--- config.mk ---
export PLATFORM = sky130hd
export DESIGN_NAME = load_store_unit
export DESIGN_NICKNAME = d
export VERILOG_FILES = /design/src/rtl/load_store_unit.sv
export SDC_FILE = /design/constraint.sdc
export NUM_CORES = 1
export LEC_CHECK = 0
export ABC_AREA = 1
export BUFFER_PORTS_ARGS = -buffer_cell sky130_fd_sc_hd__buf_2
export CAP_MARGIN = 20
export CORE_MARGIN = 2
export CORE_UTILIZATION = 51
export DETAILED_ROUTE_END_ITERATION = 10
export HOLD_SLACK_MARGIN = 0.08
export PLACE_DENSITY = 0.91
export SETUP_SLACK_MARGIN = 0.4
export SYNTH_ARGS = -nofsm -noshare
export SYNTH_HDL_FRONTEND = slang
export SYNTH_SLANG_ARGS = --single-unit
--- constraint.sdc ---
create_clock -name clk -period 9.85 [get_ports clk]
set_input_delay 1.97 -clock clk [delete_from_list [all_inputs] [get_ports clk]]
set_output_delay 1.97 -clock clk [all_outputs]
set_load 0.01 [all_outputs]
--- src/rtl/load_store_unit.sv ---
// Load/store unit: one memory access at a time, with alignment checking,
// byte-lane steering for stores, and sign/zero formatting for loads.
module load_store_unit (
    input  logic        clk,
    input  logic        rst,
    input  logic [2:0]  mem_read,
    input  logic [2:0]  mem_write,
    input  logic [63:0] addr,
    input  logic [63:0] store_data,
    output logic        bus_req,
    output logic        bus_we,
    output logic [63:0] bus_addr,
    output logic [63:0] bus_wdata,
    output logic [7:0]  bus_wstrb,
    input  logic        bus_ready,
    input  logic [63:0] bus_rdata,
    output logic [63:0] load_data,
    output logic        done,
    output logic        stall,
    output logic        misaligned
);

    typedef enum logic [1:0] {IDLE, REQ, DONE, ERR} state_t;

    state_t      state;
    logic        op_load;
    logic [2:0]  op_code;
    logic [2:0]  op_off;

    logic        sel_present;
    logic        sel_load;
    logic [2:0]  sel_code;
    logic [1:0]  sel_lg;

    // log2 of the access size; the low two code bits encode B/H/W, 00 means D
    function automatic logic [1:0] size_lg(input logic [2:0] code);
        case (code[1:0])
            2'd1:    return 2'd0;
            2'd2:    return 2'd1;
            2'd3:    return 2'd2;
            default: return 2'd3;
        endcase
    endfunction

    function automatic logic is_aligned(input logic [1:0] lg, input logic [2:0] off);
        case (lg)
            2'd0:    return 1'b1;
            2'd1:    return off[0] == 1'b0;
            2'd2:    return off[1:0] == 2'b00;
            default: return off == 3'b000;
        endcase
    endfunction

    function automatic logic [7:0] strb_of(input logic [1:0] lg, input logic [2:0] off);
        case (lg)
            2'd0:    return 8'h01 << off;
            2'd1:    return 8'h03 << off;
            2'd2:    return 8'h0F << off;
            default: return 8'hFF;
        endcase
    endfunction

    // Extract the addressed lane and extend; code[2] marks the unsigned loads (LD has lg=3)
    function automatic logic [63:0] format_load(input logic [2:0] code, input logic [2:0] off,
                                                input logic [63:0] rdata);
        logic [63:0] s;
        logic        sx;
        s  = rdata >> {off, 3'b000};
        sx = ~code[2];
        case (size_lg(code))
            2'd0:    return {{56{sx & s[7]}},  s[7:0]};
            2'd1:    return {{48{sx & s[15]}}, s[15:0]};
            2'd2:    return {{32{sx & s[31]}}, s[31:0]};
            default: return s;
        endcase
    endfunction

    assign sel_load    = (mem_read != 3'b000);
    assign sel_present = sel_load || (mem_write != 3'b000);
    assign sel_code    = sel_load ? mem_read : mem_write;
    assign sel_lg      = size_lg(sel_code);

    assign stall = !rst && (((state == IDLE) && sel_present) || (state == REQ));

    // Access sequencer with registered bus and result outputs
    always_ff @(posedge clk or posedge rst) begin
        if (rst) begin
            state      <= IDLE;
            op_load    <= 1'b0;
            op_code    <= 3'b000;
            op_off     <= 3'b000;
            bus_req    <= 1'b0;
            bus_we     <= 1'b0;
            bus_addr   <= 64'd0;
            bus_wdata  <= 64'd0;
            bus_wstrb  <= 8'd0;
            load_data  <= 64'd0;
            done       <= 1'b0;
            misaligned <= 1'b0;
        end else begin
            done       <= 1'b0;
            misaligned <= 1'b0;
            case (state)
                IDLE: begin
                    if (sel_present) begin
                        op_load <= sel_load;
                        op_code <= sel_code;
                        op_off  <= addr[2:0];
                        if (is_aligned(sel_lg, addr[2:0])) begin
                            state     <= REQ;
                            bus_req   <= 1'b1;
                            bus_we    <= !sel_load;
                            bus_addr  <= {addr[63:3], 3'b000};
                            bus_wdata <= sel_load ? 64'd0 : (store_data << {addr[2:0], 3'b000});
                            bus_wstrb <= sel_load ? 8'd0 : strb_of(sel_lg, addr[2:0]);
                        end else begin
                            state      <= ERR;
                            misaligned <= 1'b1;
                        end
                    end
                end
                REQ: begin
                    if (bus_ready) begin
                        state     <= DONE;
                        bus_req   <= 1'b0;
                        done      <= 1'b1;
                        load_data <= op_load ? format_load(op_code, op_off, bus_rdata) : 64'd0;
                    end
                end
                DONE:    state <= IDLE;
                ERR:     state <= IDLE;
                default: state <= IDLE;
            endcase
        end
    end

endmodule

==> flow_metrics.py, run 1 <==
metrics = {
    "status": {
        "status": "finished clean",
    },
    "floorplanning": {
        "die_h_um": 157,
        "initial_core_util_pct": 52.4,
        "core-area_um2": 22800,
        "io_pins": 406,
        "rows": 55,
        "die_w_um": 157,
        "dieArea_um2": 24600,
    },
    "critical_path": {
        "cp_data_required_time_ps": 7880,
        "r2r_start": "op_off[0]$_DFFE_PP0P_",
        "path_max_fanout": 62,
        "reg2regPathDepth": 10,
        "startpoint": "mem_read[0]",
        "startpoint_type": "input pin",
        "critPathKind": "in2out",
        "endpoint": "stall",
        "r2r_setup_slack_ps": 6770,
        "cp.arrival_ps": 4140,
        "regToRegEndpoint": "load_data[36]$_DFFE_PP0P_",
        "endpoint_kind": "output pin",
    },
    "sta": {
        "tightest_slew_ps": 1070,
        "finClkSkew_ps": 21.2,
        "setup_viol": 0,
        "period_share_pct": 62.0,
        "grt_setup_unrepaired": "false",
        "slew_headroom_pct": 28.8,
        "setup_tns_ps": 0,
        "finalHoldViolCount": 0,
        "max_freq_mhz": 164,
        "maxSlewViolCount": 0,
        "finalCriticalPeriod_ps": 6110,
    },
    "hold_path": {
        "hold_path.class": "reg2reg",
        "hold_depth": 2,
    },
    "clocking": {
        "clk_pin_slew_worst_paths_ps": 60,
        "cts.sinks": 210,
        "cts_buffers": 24,
        "cts_resized": 0,
        "cts.path.max_buffers": 3,
        "cts_root_buffer": "clkbuf_16",
        "htree_num_levels": 1,
        "postCtsSetupBuffers": 0,
        "holdBufCountCts": 0,
        "cts_tree": "done",
        "clock_latency_ps": 530,
    },
    "synth": {
        "synth.most_common_cell": "nand2_1",
        "synth_edf_count": 0,
        "synthTopCellsByCount": "nand2_1, dfrtp_1, o21ai_0",
        "netlist_instances": 1738,
        "synth_ff_type": "dfrtp_1",
        "syn_area_per_cell_um2": 6.87,
        "ys_warn_count": 0,
        "synth.top_cell.area_share_pct": 44.0,
        "yosysTopAreaCell": "dfrtp_1",
        "syn_area_um2": 11900,
        "seq_area_frac_synth_pct": 44.0,
        "yosys-top-cells-area": "dfrtp_1, nand2_1, o21ai_0",
        "ys_ff_latch": 210,
        "synth.distinct_cells": 33,
        "synthArstFlopShare_pct": 100,
    },
    "placement": {
        "place_area_um2": 13800,
        "dp.cells": 2339,
        "place_hpwl_mm": 30.4,
        "gp_congestion": 1.03,
        "port_buffers": 402,
    },
    "grt": {
        "grt_first_pass_wirelength_mm": 65.4,
        "antenna_found_initial": 5,
        "grt_most_used_layer": "met2",
        "grt.met2_usage_pct": 53.0,
        "grt_pass1_vias": 12100,
        "grt_max_degree": 194,
        "grt_use_met3_pct": 7.49,
        "grtUsageTotal_pct": 33.8,
        "use_met1_pct": 45.1,
        "grt-ovfl-total": 0,
    },
    "drt": {
        "route.detailed.drc": 0,
        "wl_mm": 43.2,
        "wl_per_cell_um": 18.1,
        "vias": 13400,
        "ant_nets": 0,
        "avgViaCountPerCell": 5.62,
        "drt_pass1_iterations": 6,
        "drtIter0Drc": 1612,
    },
    "power_and_ir_drop": {
        "peakVddDrop_mv": 0.162,
        "power_leakage_nw": 8.24,
        "total_power_mw": 4.14,
        "power_density_nw_per_um2": 282,
    },
    "cells_and_area": {
        "fin_cells": 2385,
        "fill_cells": 2031,
        "drive_gt1_share_pct": 23.5,
        "num-nets-final": 2254,
        "areaGrowthSynthToFinish_pct": 23.2,
        "stdcell_area_um2": 14700,
    },
    "run": {
        "drv_cap": 0,
    },
}
[stage by stage]
step,hold slack [ps],util (%),worst slack [ps]
global route,486,64.5,3560
global placement,457,60.8,3890
CTS,476,64.4,3820
finish,472,64.5,3740
floorplan,453,-,2140
detailed placement,459,60.8,3820
[cell usage in the layout, fill, tap and decap left out, types with 2 or more instances in the layout]
cell type / n
nand2_1: 793
buf_2: 402
dfrtp_1: 209
o21ai_0: 167
nand3_1: 83
a21oi_1: 77
nor2_1: 76
o21ai_1: 49
inv_1: 47
clkbuf_16: 25
o21a_1: 15
o211ai_1: 11
buf_4: 11
nor3_1: 10
a31oi_1: 10
a22o_1: 8
inv_2: 7
nand4_1: 7
clkinv_2: 7
nand2_2: 6
or2_2: 6
o31ai_1: 6
o22ai_1: 5
o311ai_0: 4
nand3_2: 3
conb_1: 3
clkbuf_8: 3
bufinv_16: 3
diode_2: 2
nor2_4: 2
clkinv_1: 2
clkinvlp_4: 2
[metal layers]
metal	vias up	share of wire [%]
met3	138	11
li1	6232	-
met1	6181	39
met4	4	4.9
met5	-	0.039
met2	855	45
[cells by family after synthesis]
group / after synthesis / share of synthesized area [%]
DFF: 210 / 44.0
buffers and inverters: 184 / 6.99
AOI/OAI and AO/OA: 354 / 16.1
and+or+nand+nor: 989 / 32.8
other: 1 / 0.0314
[worst min-delay path by stage]
stage / start / endpoint / slack (ps)
2_1_floorplan: op_load$_DFFE_PP0P_ / op_load$_DFFE_PP0P_ / 450
3_3_place_gp: bus_req$_DFFE_PP0P_ / bus_req$_DFFE_PP0P_ / 460
3_5_place_dp: bus_addr[38]$_DFFE_PP0P_ / bus_addr[38]$_DFFE_PP0P_ / 460
4_1_cts: bus_addr[38]$_DFFE_PP0P_ / bus_addr[38]$_DFFE_PP0P_ / 480
5_1_grt: bus_addr[34]$_DFFE_PP0P_ / bus_addr[34]$_DFFE_PP0P_ / 490
6_report: bus_req$_DFFE_PP0P_ / bus_req$_DFFE_PP0P_ / 470
[worst max-delay path: stages]
cell and delay [ps]:
buf_2 120, nor2_4 140, nand2_1 320, inv_2 870, nand2_1 150, nand2_2 280, a21oi_1 100, buf_2 170
[where the power goes]
part | switching [mW] | total, mW | internal, mW
combinational | 1.30 | 1.90 | 0.598
sequential | 0.166 | 1.31 | 1.14
clock | 0.373 | 0.938 | 0.564
total | 1.84 | 4.14 | 2.30
[layout make-up]
class	count	area (um^2)	area share, %
Clock inverter	14	158	1.07
Inverter	57	221	1.51
Timing Repair Buffer	414	2120	14.4
Multi-Input combinational cell	1346	5880	40.0
Tap cell	313	392	2.66
Clock buffer	29	671	4.56
Antenna cell	2	5.00	0.0340
Sequential cell	210	5260	35.8
[flip-flops by register name, summed over array words and instances, names as in the netlist]
name        flops
state           2
bus_wstrb       8
load_data      64
misaligned      1
done            1
bus_req         1
bus_we          1
bus_addr       61
op_load         1
bus_wdata      64
op_off          3
op_code         3
(Power assumes the default switching activity.)
==> run 2, diff against run 1 <==
Settings changed: CORE_UTILIZATION 51 to 46, PLACE_DENSITY 0.91 to 0.87.
Clock period 9.85 ns to 5.5 ns, I/O delays scaled along.
==> flow_metrics.py, run 2 (synthesized netlist as in run 1, its figures left out) <==
metrics = {
    "floorplanning": {
        "die_h_um": 165,
        "rows": 58,
        "core-area_um2": 25300,
        "die_w_um": 165,
        "dieArea_um2": 27200,
        "io_pins": 406,
        "initial_core_util_pct": 47.1,
    },
    "critical_path": {
        "critPathKind": "in2out",
        "crit_slowest_cell": "nand2_1",
        "path_max_fanout": 16,
        "endpoint_kind": "output pin",
        "cp.arrival_ps": 2490,
        "slowest_delay_ps": 360,
        "crit_chain": "buf_2 > nor2_4 > nand2_1 > inv_2 > nand2_1 > nand2_2 > a21oi_1 > buf_2",
        "cp_data_required_time_ps": 4400,
        "startpoint_type": "input pin",
    },
    "hold_path": {
        "hold_path.class": "reg2reg",
    },
    "cells_and_area": {
        "num-nets-final": 2258,
        "drive_gt1_share_pct": 23.6,
        "fill_cells": 2376,
        "layout_common_cells": "nand2_1, buf_2, dfrtp_1",
        "layout_commonest_cell": "nand2_1",
        "reg.largest.list": "bus_wdata: 64 flops, load_data: 64 flops, bus_addr: 61 flops",
        "multi_input_area_um2": 5880,
        "areaGrowthSynthToFinish_pct": 24.2,
        "stdcell_area_um2": 14800,
        "seq_area_um2": 5260,
    },
    "drt": {
        "vias": 13200,
        "ant_nets": 0,
        "drtIter0Drc": 1260,
        "route.detailed.drc": 0,
        "avgViaCountPerCell": 5.47,
        "wl_mm": 42.8,
        "drt_pass1_iterations": 7,
        "wl_per_cell_um": 17.7,
    },
    "sta": {
        "setup_viol": 0,
        "finalHoldViolCount": 0,
        "finClkSkew_ps": 12.6,
        "max_freq_mhz": 279,
        "maxSlewViolCount": 0,
        "period_share_pct": 65.2,
        "setup_tns_ps": 0,
        "tightest_slew_ps": 1070,
        "grt_setup_unrepaired": "false",
        "slew_headroom_pct": 28.9,
        "finalCriticalPeriod_ps": 3590,
    },
    "clocking": {
        "cts_buffers": 24,
        "clk_pin_slew_worst_paths_ps": 50,
        "clock_latency_ps": 520,
        "cts_root_buffer": "clkbuf_16",
        "cts_tree": "done",
        "cts.sinks": 210,
        "cts_resized": 0,
        "cts.path.max_buffers": 3,
        "holdBufCountCts": 0,
        "htree_num_levels": 1,
        "postCtsSetupBuffers": 0,
    },
    "run": {
        "drv_cap": 0,
    },
    "grt": {
        "antenna_found_initial": 7,
        "grt-ovfl-total": 0,
        "grt_first_pass_wirelength_mm": 65.1,
        "grtUsageTotal_pct": 30.5,
        "grt_max_degree": 194,
        "grt_pass1_vias": 12300,
    },
    "power_and_ir_drop": {
        "peakVddDrop_mv": 0.393,
        "power_density_nw_per_um2": 510,
        "power_leakage_nw": 8.29,
    },
    "placement": {
        "place_area_um2": 13900,
        "place_hpwl_mm": 30.9,
        "gp_congestion": 0.965,
        "port_buffers": 402,
    },
    "status": {
        "status": "finished clean",
    },
}
==> run 2: changes by cell type in the layout (fill, tap and decap cells not counted) <==
cell,previous run,this run
diode_2,2,6
bufinv_16,3,5
buf_4,11,16
buf_16,1,0
clkbuf_8,3,6
clkinv_2,7,3
clkinvlp_4,2,1
==> run 2: power breakdown <==
part,internal (mW),leakage [nW],switching (mW)
clock,1.15,0.450,0.679
combinational,1.07,5.07,2.33
sequential,2.04,2.76,0.288
total,4.26,8.29,3.30
==> run 2: path summary, 6_finish.rpt <==
check	from	to	slack, ps	depth (start not counted)
min in group asynchronous	rst	bus_req$_DFFE_PP0P_	910	3
worst max-delay path	mem_read[0]	stall	1910	8
worst min register to register	load_data[38]$_DFFE_PP0P_	load_data[38]$_DFFE_PP0P_	470	2
worst max register to register	op_off[0]$_DFFE_PP0P_	load_data[27]$_DFFE_PP0P_	2040	10
max in group asynchronous	rst	op_off[0]$_DFFE_PP0P_	3890	3
worst min-delay path	load_data[38]$_DFFE_PP0P_	load_data[38]$_DFFE_PP0P_	470	2
==> run 2: worst max-delay path, delay by kind of cell <==
kind            cells  cell delay (ps)
compound gates      1              100
simple gates        4              820
buf+inv             3              450
==> run 2: per-stage QoR <==
stage          setup WS [ps]  hold WS, ps  utilization [%]  power (mW)  std cells
3_5_place_dp            1610          461             54.9        5.71       2361
4_1_cts                 1930          477             58.4        7.56       2404
3_3_place_gp            1740          457             54.9        5.63       2361
2_1_floorplan           1670          453                -        4.57       1740
5_1_grt                 1750          485             58.5        8.08       2407
6_report                1910          471             58.5        7.56       2410
==> run 2: routing by layer <==
metal  track usage, %  part of all wire [%]  wire length, um  vias up
met4             13.8                   4.8             2040        4
met3             7.64                    11             4730      127
met2             48.8                    46            19600      794
met5                0                 0.056               24        -
li1                 -                     -                -     6247
met1             39.1                    38            16400     6018
==> run 2: area by class of cell <==
cell class / instances / area share (%)
Multi-Input combinational cell: 1346 / 39.7
Sequential cell: 210 / 35.5
Timing Repair Buffer: 418 / 14.4
Clock buffer: 32 / 4.80
Tap cell: 330 / 2.79
Inverter: 57 / 1.47
Clock inverter: 11 / 1.31
Antenna cell: 6 / 0.101
